File: src/rtl/cpu_pkg.sv
// +------------------------------------------------------------------+
// | cpu_pkg: ALU function encodings and the shared register-index width |
// | Revision: 1.0                                                      |
// +------------------------------------------------------------------+
`default_nettype none

package cpu_pkg;

  localparam int REG_W = 5;

  localparam logic [5:0] ALU_ADD = 6'b000000;
  localparam logic [5:0] ALU_SUB = 6'b000001;
  localparam logic [5:0] ALU_AND = 6'b011000;
  localparam logic [5:0] ALU_OR  = 6'b011110;
  localparam logic [5:0] ALU_XOR = 6'b010110;
  localparam logic [5:0] ALU_NOR = 6'b010001;
  localparam logic [5:0] ALU_A   = 6'b011010;
  localparam logic [5:0] ALU_SLL = 6'b100000;
  localparam logic [5:0] ALU_SRL = 6'b100001;
  localparam logic [5:0] ALU_SRA = 6'b100011;
  localparam logic [5:0] ALU_EQ  = 6'b110011;
  localparam logic [5:0] ALU_NEQ = 6'b110001;
  localparam logic [5:0] ALU_LT  = 6'b110101;
  localparam logic [5:0] ALU_LEZ = 6'b111101;
  localparam logic [5:0] ALU_LTZ = 6'b111011;
  localparam logic [5:0] ALU_GTZ = 6'b111111;

endpackage

`default_nettype wire

File: src/rtl/alu_issue_stage_if.sv
// +------------------------------------------------------------------+
// | alu_issue_stage_if: decode-side and ALU-side handshake bundle      |
// | Revision: 1.0                                                      |
// +------------------------------------------------------------------+
`default_nettype none

interface alu_issue_stage_if #(
  parameter int WIDTH = 32,
  parameter int FUN_W = 6,
  parameter int REG_W = 5
);
  logic             in_valid;
  logic             in_ready;
  logic [REG_W-1:0] rs_idx;
  logic [REG_W-1:0] rt_idx;
  logic [WIDTH-1:0] rs_data;
  logic [WIDTH-1:0] rt_data;
  logic [WIDTH-1:0] imm;
  logic [4:0]       shamt;
  logic             alu_src1;
  logic             alu_src2;
  logic [FUN_W-1:0] fun_in;
  logic             sign_in;

  logic             out_valid;
  logic             out_ready;
  logic [WIDTH-1:0] A;
  logic [WIDTH-1:0] B;
  logic [FUN_W-1:0] ALUFun;
  logic             Sign;

  modport master (
    output in_valid, rs_idx, rt_idx, rs_data, rt_data, imm, shamt,
           alu_src1, alu_src2, fun_in, sign_in, out_ready,
    input  in_ready, out_valid, A, B, ALUFun, Sign
  );

  modport slave (
    input  in_valid, rs_idx, rt_idx, rs_data, rt_data, imm, shamt,
           alu_src1, alu_src2, fun_in, sign_in, out_ready,
    output in_ready, out_valid, A, B, ALUFun, Sign
  );
endinterface

`default_nettype wire

File: src/rtl/operand_fwd_mux.sv
// +------------------------------------------------------------------+
// | operand_fwd_mux: picks EX/MEM, MEM/WB or register-file data        |
// | Revision: 1.0                                                      |
// +------------------------------------------------------------------+
`default_nettype none

module operand_fwd_mux
  import cpu_pkg::*;
#(
  parameter int WIDTH = 32,
  parameter int IDX_W = cpu_pkg::REG_W
) (
  input  wire logic [IDX_W-1:0] idx,
  input  wire logic [WIDTH-1:0] reg_data,
  input  wire logic             ex_we,
  input  wire logic [IDX_W-1:0] ex_rd,
  input  wire logic [WIDTH-1:0] ex_data,
  input  wire logic             wb_we,
  input  wire logic [IDX_W-1:0] wb_rd,
  input  wire logic [WIDTH-1:0] wb_data,
  output logic      [WIDTH-1:0] value
);

  // Register 0 is hard-wired, so a write to it must never shadow the file read.
  always_comb begin
    value = reg_data;
    if (ex_we && (ex_rd != '0) && (ex_rd == idx)) begin
      value = ex_data;
    end else if (wb_we && (wb_rd != '0) && (wb_rd == idx)) begin
      value = wb_data;
    end
  end

endmodule

`default_nettype wire

File: src/rtl/alu_issue_stage.sv
// +------------------------------------------------------------------+
// | alu_issue_stage: ID/EX operand resolve + 2-entry skid buffer       |
// | Revision: 1.0                                                      |
// +------------------------------------------------------------------+
`default_nettype none

module alu_issue_stage
  import cpu_pkg::*;
#(
  parameter int WIDTH = 32,
  parameter int FUN_W = 6,
  parameter int IDX_W = cpu_pkg::REG_W
) (
  input  wire logic             clk,
  input  wire logic             reset,
  input  wire logic             flush,
  input  wire logic             ex_we,
  input  wire logic [IDX_W-1:0] ex_rd,
  input  wire logic [WIDTH-1:0] ex_data,
  input  wire logic             wb_we,
  input  wire logic [IDX_W-1:0] wb_rd,
  input  wire logic [WIDTH-1:0] wb_data,
  alu_issue_stage_if.slave      bus
);

  logic [IDX_W-1:0] src_idx  [2];
  logic [WIDTH-1:0] src_data [2];
  logic [WIDTH-1:0] src_fwd  [2];

  assign src_idx[0]  = bus.rs_idx;
  assign src_idx[1]  = bus.rt_idx;
  assign src_data[0] = bus.rs_data;
  assign src_data[1] = bus.rt_data;

  for (genvar s = 0; s < 2; s++) begin : g_src
    operand_fwd_mux #(.WIDTH(WIDTH), .IDX_W(IDX_W)) u_fwd (
      .idx      (src_idx[s]),
      .reg_data (src_data[s]),
      .ex_we    (ex_we),
      .ex_rd    (ex_rd),
      .ex_data  (ex_data),
      .wb_we    (wb_we),
      .wb_rd    (wb_rd),
      .wb_data  (wb_data),
      .value    (src_fwd[s])
    );
  end

  logic [WIDTH-1:0] new_a;
  logic [WIDTH-1:0] new_b;

  assign new_a = bus.alu_src1 ? {{(WIDTH-5){1'b0}}, bus.shamt} : src_fwd[0];
  assign new_b = bus.alu_src2 ? bus.imm : src_fwd[1];

  logic             main_valid, skid_valid;
  logic [WIDTH-1:0] main_a, main_b, skid_a, skid_b;
  logic [FUN_W-1:0] main_fun, skid_fun;
  logic             main_sign, skid_sign;
  logic             accept;

  // in_ready depends only on a flop, so out_ready never reaches it combinationally.
  assign accept = bus.in_valid && !skid_valid;

  always_ff @(posedge clk or negedge reset) begin
    if (!reset) begin
      main_valid <= 1'b0;
      skid_valid <= 1'b0;
      main_a     <= '0;
      main_b     <= '0;
      main_fun   <= '0;
      main_sign  <= 1'b0;
      skid_a     <= '0;
      skid_b     <= '0;
      skid_fun   <= '0;
      skid_sign  <= 1'b0;
    end else if (flush) begin
      main_valid <= 1'b0;
      skid_valid <= 1'b0;
    end else if (skid_valid) begin
      if (bus.out_ready) begin
        main_a     <= skid_a;
        main_b     <= skid_b;
        main_fun   <= skid_fun;
        main_sign  <= skid_sign;
        skid_valid <= 1'b0;
      end
    end else if (accept) begin
      if (main_valid && !bus.out_ready) begin
        skid_a     <= new_a;
        skid_b     <= new_b;
        skid_fun   <= bus.fun_in;
        skid_sign  <= bus.sign_in;
        skid_valid <= 1'b1;
      end else begin
        main_a     <= new_a;
        main_b     <= new_b;
        main_fun   <= bus.fun_in;
        main_sign  <= bus.sign_in;
        main_valid <= 1'b1;
      end
    end else if (bus.out_ready) begin
      main_valid <= 1'b0;
    end
  end

  assign bus.in_ready  = !skid_valid;
  assign bus.out_valid = main_valid;
  assign bus.A         = main_a;
  assign bus.B         = main_b;
  assign bus.ALUFun    = main_fun;
  assign bus.Sign      = main_sign;

endmodule

`default_nettype wire
File: src/flat_wrapper.sv
// flat-port wrapper written by rule: the top's interface ports become plain ports
module alu_issue_stage_flat import cpu_pkg::*;
#(
  parameter int WIDTH = 32,
  parameter int FUN_W = 6,
  parameter int IDX_W = cpu_pkg::REG_W
)
  (clk, reset, flush, ex_we, ex_rd, ex_data, wb_we, wb_rd, wb_data, bus_in_valid, bus_rs_idx, bus_rt_idx, bus_rs_data, bus_rt_data, bus_imm, bus_shamt, bus_alu_src1, bus_alu_src2, bus_fun_in, bus_sign_in, bus_out_ready, bus_in_ready, bus_out_valid, bus_A, bus_B, bus_ALUFun, bus_Sign);
  alu_issue_stage_if #(.WIDTH(WIDTH), .FUN_W(FUN_W)) bus_i ();
  input  wire logic clk;
  input  wire logic reset;
  input  wire logic flush;
  input  wire logic ex_we;
  input  wire logic [IDX_W-1:0] ex_rd;
  input  wire logic [WIDTH-1:0] ex_data;
  input  wire logic wb_we;
  input  wire logic [IDX_W-1:0] wb_rd;
  input  wire logic [WIDTH-1:0] wb_data;
  input wire logic [$bits(bus_i.in_valid)-1:0] bus_in_valid;
  input wire logic [$bits(bus_i.rs_idx)-1:0] bus_rs_idx;
  input wire logic [$bits(bus_i.rt_idx)-1:0] bus_rt_idx;
  input wire logic [$bits(bus_i.rs_data)-1:0] bus_rs_data;
  input wire logic [$bits(bus_i.rt_data)-1:0] bus_rt_data;
  input wire logic [$bits(bus_i.imm)-1:0] bus_imm;
  input wire logic [$bits(bus_i.shamt)-1:0] bus_shamt;
  input wire logic [$bits(bus_i.alu_src1)-1:0] bus_alu_src1;
  input wire logic [$bits(bus_i.alu_src2)-1:0] bus_alu_src2;
  input wire logic [$bits(bus_i.fun_in)-1:0] bus_fun_in;
  input wire logic [$bits(bus_i.sign_in)-1:0] bus_sign_in;
  input wire logic [$bits(bus_i.out_ready)-1:0] bus_out_ready;
  output wire logic [$bits(bus_i.in_ready)-1:0] bus_in_ready;
  output wire logic [$bits(bus_i.out_valid)-1:0] bus_out_valid;
  output wire logic [$bits(bus_i.A)-1:0] bus_A;
  output wire logic [$bits(bus_i.B)-1:0] bus_B;
  output wire logic [$bits(bus_i.ALUFun)-1:0] bus_ALUFun;
  output wire logic [$bits(bus_i.Sign)-1:0] bus_Sign;
  assign bus_i.in_valid = bus_in_valid;
  assign bus_i.rs_idx = bus_rs_idx;
  assign bus_i.rt_idx = bus_rt_idx;
  assign bus_i.rs_data = bus_rs_data;
  assign bus_i.rt_data = bus_rt_data;
  assign bus_i.imm = bus_imm;
  assign bus_i.shamt = bus_shamt;
  assign bus_i.alu_src1 = bus_alu_src1;
  assign bus_i.alu_src2 = bus_alu_src2;
  assign bus_i.fun_in = bus_fun_in;
  assign bus_i.sign_in = bus_sign_in;
  assign bus_i.out_ready = bus_out_ready;
  assign bus_in_ready = bus_i.in_ready;
  assign bus_out_valid = bus_i.out_valid;
  assign bus_A = bus_i.A;
  assign bus_B = bus_i.B;
  assign bus_ALUFun = bus_i.ALUFun;
  assign bus_Sign = bus_i.Sign;
  alu_issue_stage #(.WIDTH(WIDTH), .FUN_W(FUN_W), .IDX_W(IDX_W)) u_core (.clk(clk), .reset(reset), .flush(flush), .ex_we(ex_we), .ex_rd(ex_rd), .ex_data(ex_data), .wb_we(wb_we), .wb_rd(wb_rd), .wb_data(wb_data), .bus(bus_i));
endmodule
File: config.mk
export PLATFORM = sky130hd
export DESIGN_NAME = alu_issue_stage_flat
export DESIGN_NICKNAME = d
export VERILOG_FILES = /design/src/rtl/cpu_pkg.sv /design/src/rtl/alu_issue_stage_if.sv /design/src/rtl/operand_fwd_mux.sv /design/src/rtl/alu_issue_stage.sv /design/src/flat_wrapper.sv
export SDC_FILE = /design/constraint.sdc
export NUM_CORES = 1
export LEC_CHECK = 0
export BUFFER_PORTS_ARGS = -buffer_cell sky130_fd_sc_hd__buf_2
export CAP_MARGIN = 0
export CELL_PAD_IN_SITES_DETAIL_PLACEMENT = 0
export CELL_PAD_IN_SITES_GLOBAL_PLACEMENT = 1
export CORE_UTILIZATION = 37
export CTS_CLUSTER_SIZE = 8
export DETAILED_ROUTE_END_ITERATION = 16
export HOLD_SLACK_MARGIN = 0.15
export MAX_ROUTING_LAYER = met4
export PLACE_DENSITY_LB_ADDON = 0.1
export SLEW_MARGIN = 15
export SYNTH_ARGS = -nofsm -noshare
export SYNTH_HDL_FRONTEND = slang
export SYNTH_SLANG_ARGS = --single-unit
File: constraint.sdc
create_clock -name clk -period 2.6 [get_ports clk]
set_input_delay 0.13 -clock clk [delete_from_list [all_inputs] [get_ports clk]]
set_output_delay 0.13 -clock clk [all_outputs]
set_load 0.01 [all_outputs]
==> flow_summary.ini, run 1 <==
[power]
sequentialPowerShare_pct = 41.2
intPower_mw = 4.86
ir_worst_vdd_mv = 0.368
p_comb_share_pct = 23.1
power_density_nw_per_um2 = 633
power.clock.fraction_pct = 35.6
switching_power_mw = 2.29
leakagePower_nw = 4.95
switching_share_pct = 32.0

[clock_tree]
clk_pin_slew_worst_paths_ps = 70
cts_buffers = 17
cts-root-buf = clkbuf_16
ctsLongestPathBuffers = 2
cts_max_level = 4
cts_resized = 0
cts_setup_buffers = 0
clock_latency_ps = 430
cts_tree = yes
clock_sinks = 144
cts_hold_buf = 81

[grt]
overflow = 0
grt_pass1_wl_microns = 47500
grt_max_degree = 118
antenna_found_initial = 10
grt.total_usage_pct = 28.8
grt_pass1_vias = 8496

[critical_path]
crit_chain = buf_2 -> or4_1 -> o21ai_2 -> buf_4 -> nor4_4 -> buf_12 -> mux2i_1 -> a211o_1 -> a31oi_1 -> dlygate4sd3_1
end_kind = register
setup.worst_path.start_class = input pin
worst_ep_required_time_ps = 2970
critical_path.max_fanout = 32
worstPathArrival_ps = 2640
crit_start = wb_rd[1]
cpPeakStageDelay_ps = 560
crit_slowest_cell = dlygate4sd3_1
path_class = in2reg
r2r-start = u_core.skid_valid

[die]
die-area_sq_um = 22800
ios = 274
placementRows = 54
core-area_sq_um = 21800
die_h_microns = 151
dieWidth_microns = 151
start_util_pct = 37.6

[place]
routabilityCongestion = 0.862
dp_hpwl_microns = 21400
post-place-ws_ps = 335
io_buffers = 273

[timing]
fin_crit_sh_pct = 87.3
maxSlewViolCount = 0
hold_violations = 0
worst_pin_slew_ps = 1110
max_freq_ghz = 0.441
max-slew-margin-rel_pct = 26.0
fin_ws_ps = 331
fin_setup_tns_ps = 0
fin_skew_ps = 17.0
rsz0062_at_grt = no
finalCriticalPeriod_ps = 2270
finalSetupViolations = 0

[route]
wire_per_inst_microns = 20.2
post_drt_via_cell_ratio = 5.58
dr_total_vias = 8676
wirelength_microns = 31500
drtAntennaViolNets = 0
remaining_drc_errors = 0
first_pass_iters = 9
drtIter0Drc = 438

[yosys]
ys_warn_count = 0
ys_seq_area_share_pct = 43.9
yosysUniqueCellTypes = 35
syn_nets = 1148
postSynthAreaPerCell_sq_um = 8.68
netlist_instances = 947
synth_seq_cells = 144
syn_area_sq_um = 8220

[finish]
final_nets = 1453
final_common_cell = buf_2
layout_common_cells = 271 x buf_2, 143 x dfrtp_1, 139 x nor2_1
drive_above_1_share_pct = 26.8
synthToLayoutAreaGrowth_pct = 37.5

[run_status]
status = finished clean

[min_path]
hp-start = ex_data[3]
hp-class = in2reg

[flow_run]
max-cap-violations = 0
[flip-flops by register name, indices dropped and copies added, names as in the netlist]
name	count
u_core.skid_sign	1
u_core.bus.out_valid	1
u_core.skid_a	32
u_core.bus.B	32
u_core.bus.A	32
u_core.bus.ALUFun	6
u_core.skid_b	32
u_core.skid_valid	1
u_core.skid_fun	6
u_core.bus.Sign	1
[path summary, 6_finish.rpt]
path,slack (ps),to,depth (start not counted)
max,330,u_core.skid_b[8],10
min,170,u_core.skid_b[3],4
max reg2reg,490,u_core.skid_b[4],5
min reg2reg,480,u_core.skid_a[27],2
max in group asynchronous,1510,u_core.bus.B[4],3
min in group asynchronous,240,u_core.bus.A[25],2
[cell families (layout without fill, tap and decap cells)]
| logic type | Yosys count | count (layout) | share of synthesized area (%) |
|---|---|---|---|
| DFF | 144 | 144 | 43.9 |
| AOI/OAI and AO/OA | 246 | 246 | 21.7 |
| muxes | 39 | 39 | 4.75 |
| buffers and inverters | 127 | 445 | 6.44 |
| xor gates and xnor gates | 16 | 16 | 1.71 |
| other | 0 | 11 | 0 |
| and+or+nand+nor | 375 | 375 | 21.5 |
[final cells by class]
cell class	instances	area [sq um]
Fill cell	2154	10500
Inverter	33	124
Tap cell	280	350
Multi-Input combinational cell	676	4100
Clock buffer	18	439
Sequential cell	144	3600
Timing Repair Buffer	380	2480
Antenna cell	11	27.5
Clock inverter	14	169
[layer usage]
layer / share of wire (%) / track usage [%]
met1: 42 / 35.1
met2: 47 / 45.5
met3: 6.6 / 6.48
met4: 3.5 / 13.0
met5: 0 / -
[through the flow]
| stage | hold WS (ps) | power (mW) | instances | instance area (sq um) | utilization, % |
|---|---|---|---|---|---|
| 2_1_floorplan | -166 | 3.80 | 947 | 8220 | - |
| 3_3_place_gp | 144 | 4.52 | 1432 | 9850 | 45.1 |
| 3_5_place_dp | 139 | 4.54 | 1432 | 9850 | 45.1 |
| 4_1_cts | 155 | 7.21 | 1545 | 11300 | 51.6 |
| 5_1_grt | 176 | 7.54 | 1555 | 11300 | 51.7 |
| 6_report | 166 | 7.15 | 1556 | 11300 | 51.8 |
[Yosys cell counts]
cell type / n / area [sq um]
xnor2_1: 7 / 61.3
xor2_1: 9 / 78.8
a41oi_1: 34 / 298
o21ai_0: 35 / 175
a2bb2oi_1: 3 / 26.3
buf_6: 6 / 67.6
nor4_4: 1 / 21.3
buf_4: 1 / 7.51
nand2b_1: 3 / 18.8
clkbuf_1: 80 / 300
o21ai_2: 1 / 8.76
dfrtp_1: 144 / 3600
inv_1: 33 / 124
a311o_1: 2 / 20.0
a211oi_1: 31 / 233
nand3_1: 5 / 25.0
a21oi_1: 11 / 55.1
buf_1: 4 / 15.0
mux2i_1: 39 / 390
o21a_1: 4 / 30.0
nand4_1: 1 / 6.26
nor2_1: 139 / 522
or3_1: 1 / 6.26
nand2_1: 125 / 469
or4_1: 64 / 480
a31oi_1: 64 / 400
and3_1: 1 / 6.26
buf_2: 3 / 15.0
o2111ai_1: 1 / 8.76
nor4_1: 28 / 175
a2111o_1: 1 / 11.3
nor3_1: 4 / 20.0
o41ai_1: 27 / 236
nor2b_1: 3 / 18.8
a211o_1: 32 / 280
[power groups by stage]
stage / clock network (mW) / logic, mW / registers, mW
floorplan: 0 / 0.761 / 3.04
global placement: 0 / 1.54 / 2.98
detailed placement: 0 / 1.55 / 2.99
CTS: 2.60 / 1.66 / 2.95
global route: 2.69 / 1.84 / 3.01
finish: 2.55 / 1.65 / 2.95
[critical path, delay by kind of cell]
| family | cells | cell delay (ps) |
|---|---|---|
| AOI/OAI and AO/OA | 3 | 620 |
| buffers and inverters | 4 | 1070 |
| muxes | 1 | 170 |
| and+or+nand+nor | 2 | 610 |
(Power assumes the default switching activity.)
==> run 2: changes to the inputs <==
--- a/config.mk
+++ b/config.mk
@@ -7,7 +7,7 @@
 export LEC_CHECK = 0
 export BUFFER_PORTS_ARGS = -buffer_cell sky130_fd_sc_hd__buf_2
 export CAP_MARGIN = 0
-export CELL_PAD_IN_SITES_DETAIL_PLACEMENT = 0
+export CELL_PAD_IN_SITES_DETAIL_PLACEMENT = 1
 export CELL_PAD_IN_SITES_GLOBAL_PLACEMENT = 1
 export CORE_UTILIZATION = 37
 export CTS_CLUSTER_SIZE = 8
==> run 2 against run 1 <==
Effect of this change:
- via count grew 2.2%
- worst hold slack got worse by 18 ps
- sequential share of layout area fell by 0.14 points
- clock skew down 7.0 ps
- register-to-register slack got worse by 20 ps
- critical path depth unchanged
- critical path type unchanged
- setup slack better by 1.6 ps
- clock power increased by 7%
- total power rose by 2.9%
==> flow_summary.ini, run 2 (same netlist as run 1, synthesis figures left out) <==
[critical_path]
worst_ep_required_time_ps = 2960
cp-endpoint = u_core.skid_b[4]
end_kind = register
crit_slowest_cell = dlygate4sd3_1
path_class = in2reg
r2r_slack_ps = 470
worstPathArrival_ps = 2630
critical_path.max_fanout = 32
cp.depth = 10
cpPeakStageDelay_ps = 570
worstRegToRegCells = 5
crit_start = wb_rd[1]
setup.worst_path.start_class = input pin
path_buf_inv = 4
reg2reg_to = u_core.skid_b[4]
crit_chain = buf_2 -> or4_1 -> o21ai_2 -> buf_4 -> nor4_4 -> buf_12 -> mux2i_1 -> a211o_1 -> a31oi_1 -> dlygate4sd3_1
r2r-start = u_core.skid_valid
cp_top_family = buffers and inverters

[die]
ios = 274
dieWidth_microns = 151
start_util_pct = 37.6
core-area_sq_um = 21800
die_h_microns = 151
placementRows = 54
die-area_sq_um = 22800

[power]
intPower_mw = 5.11
sequentialPowerShare_pct = 40.2
switching_power_mw = 2.25
ir_worst_vdd_mv = 0.380
p_total_mw = 7.36
power.clock.fraction_pct = 37.1
leakagePower_nw = 4.96
switching_share_pct = 30.6
power_density_nw_per_um2 = 649
p_comb_share_pct = 22.7

[clock_tree]
cts_buffers = 17
clk_pin_slew_worst_paths_ps = 60
cts_tree = yes
cts_max_level = 4
clock_latency_ps = 430
ctsLongestPathBuffers = 2
cts_resized = 0
cts-root-buf = clkbuf_16
clock_sinks = 144

[route]
wire_per_inst_microns = 21.6
remaining_drc_errors = 0
wirelength_microns = 33600
first_pass_iters = 5
drtAntennaViolNets = 0
post_drt_via_cell_ratio = 5.69
dr_total_vias = 8863
drtIter0Drc = 445

[timing]
fin_skew_ps = 9.99
worst_pin_slew_ps = 1080
hold_violations = 0
finalCriticalPeriod_ps = 2270
fin_ws_ps = 333
worst_hold_slack_ps = 148
max_freq_ghz = 0.441
rsz0062_at_grt = no
fin_crit_sh_pct = 87.2
fin_setup_tns_ps = 0
finalSetupViolations = 0
max-slew-margin-rel_pct = 28.1
maxSlewViolCount = 0

[min_path]
hp-start = ex_data[1]
hp-class = in2reg
min_delay_path_depth = 4

[place]
dpl-instance-area_sq_um = 9850
post-place-ws_ps = 348
io_buffers = 273
dp_hpwl_microns = 22500
routabilityCongestion = 0.862

[finish]
synthToLayoutAreaGrowth_pct = 38.1
num-fill-cells = 2618
stdcell_area_sq_um = 11300
layout_common_cells = 272 x buf_2, 143 x dfrtp_1, 139 x nor2_1
final_common_cell = buf_2
final_nets = 1453
drive_above_1_share_pct = 26.8

[grt]
grt_max_degree = 118
overflow = 0
grt_pass1_vias = 9240
antenna_found_initial = 14
grt.total_usage_pct = 31.0
grt_pass1_wl_microns = 51500

[flow_run]
max-cap-violations = 0

[run_status]
status = finished clean
==> run 2: cell count changes in the layout (fill, tap and decap cells not counted), moves of 2 or more <==
cell	change
bufinv_16	+3
clkinv_8	-2
clkinvlp_4	+2
diode_2	+3
inv_8	-3
==> run 2: per-stage QoR <==
stage          util [%]  std cells
2_1_floorplan         -        947
3_3_place_gp       45.1       1432
3_5_place_dp       45.1       1432
4_1_cts            51.7       1544
5_1_grt            52.0       1559
6_report           52.0       1559
==> run 2: worst min-delay path: stages <==
cell and delay [ps]:
buf_2 110, nor2_1 90, a211o_1 120, a31oi_1 80
==> run 2: per-layer routing <==
layer	vias up	track usage (%)	wire (microns)
li1	4143	-	-
met1	4351	36.0	13900
met2	304	51.9	16600
met3	65	6.33	2040
met4	0	13.1	1090
met5	-	-	0
==> run 2: cell type report <==
| type | instances | area (sq um) | area share, % |
|---|---|---|---|
| sequential | 144 | 3600 | 31.8 |
| tap | 280 | 350 | 3.09 |
| timing repair buffer | 380 | 2490 | 21.9 |
| inverter | 33 | 124 | 1.09 |
| multi-input combinational | 676 | 4100 | 36.1 |
| clock buffer | 19 | 443 | 3.90 |
| clock inverter | 13 | 199 | 1.75 |
| antenna | 14 | 35.0 | 0.309 |
==> run 2: power by group through the flow <==
stage                     Sequential (mW)  Combinational (mW)  Clock, mW
after detailed placement             3.00                1.56          0
after global placement               2.98                1.54          0
after floorplan                      3.04               0.761          0
after global routing                 3.02                1.85       2.85
after CTS                            2.96                1.67       2.77
final                                2.96                1.67       2.73
==> run 2: how the worst min path moves through the flow <==
stage                                      end  slack (ps)
after floorplan           u_core.bus.ALUFun[0]        -170
after global placement       u_core.skid_a[25]         140
after detailed placement     u_core.skid_a[25]         140
after CTS                     u_core.skid_b[1]         150
after global routing          u_core.skid_b[1]         190
final                         u_core.skid_b[1]         150
==> run 2: timing repair <==
action | CTS | global route
hold buffers | 80 | 0
setup buffers | 0 | 0
hold endpoints to repair | 177 | 0
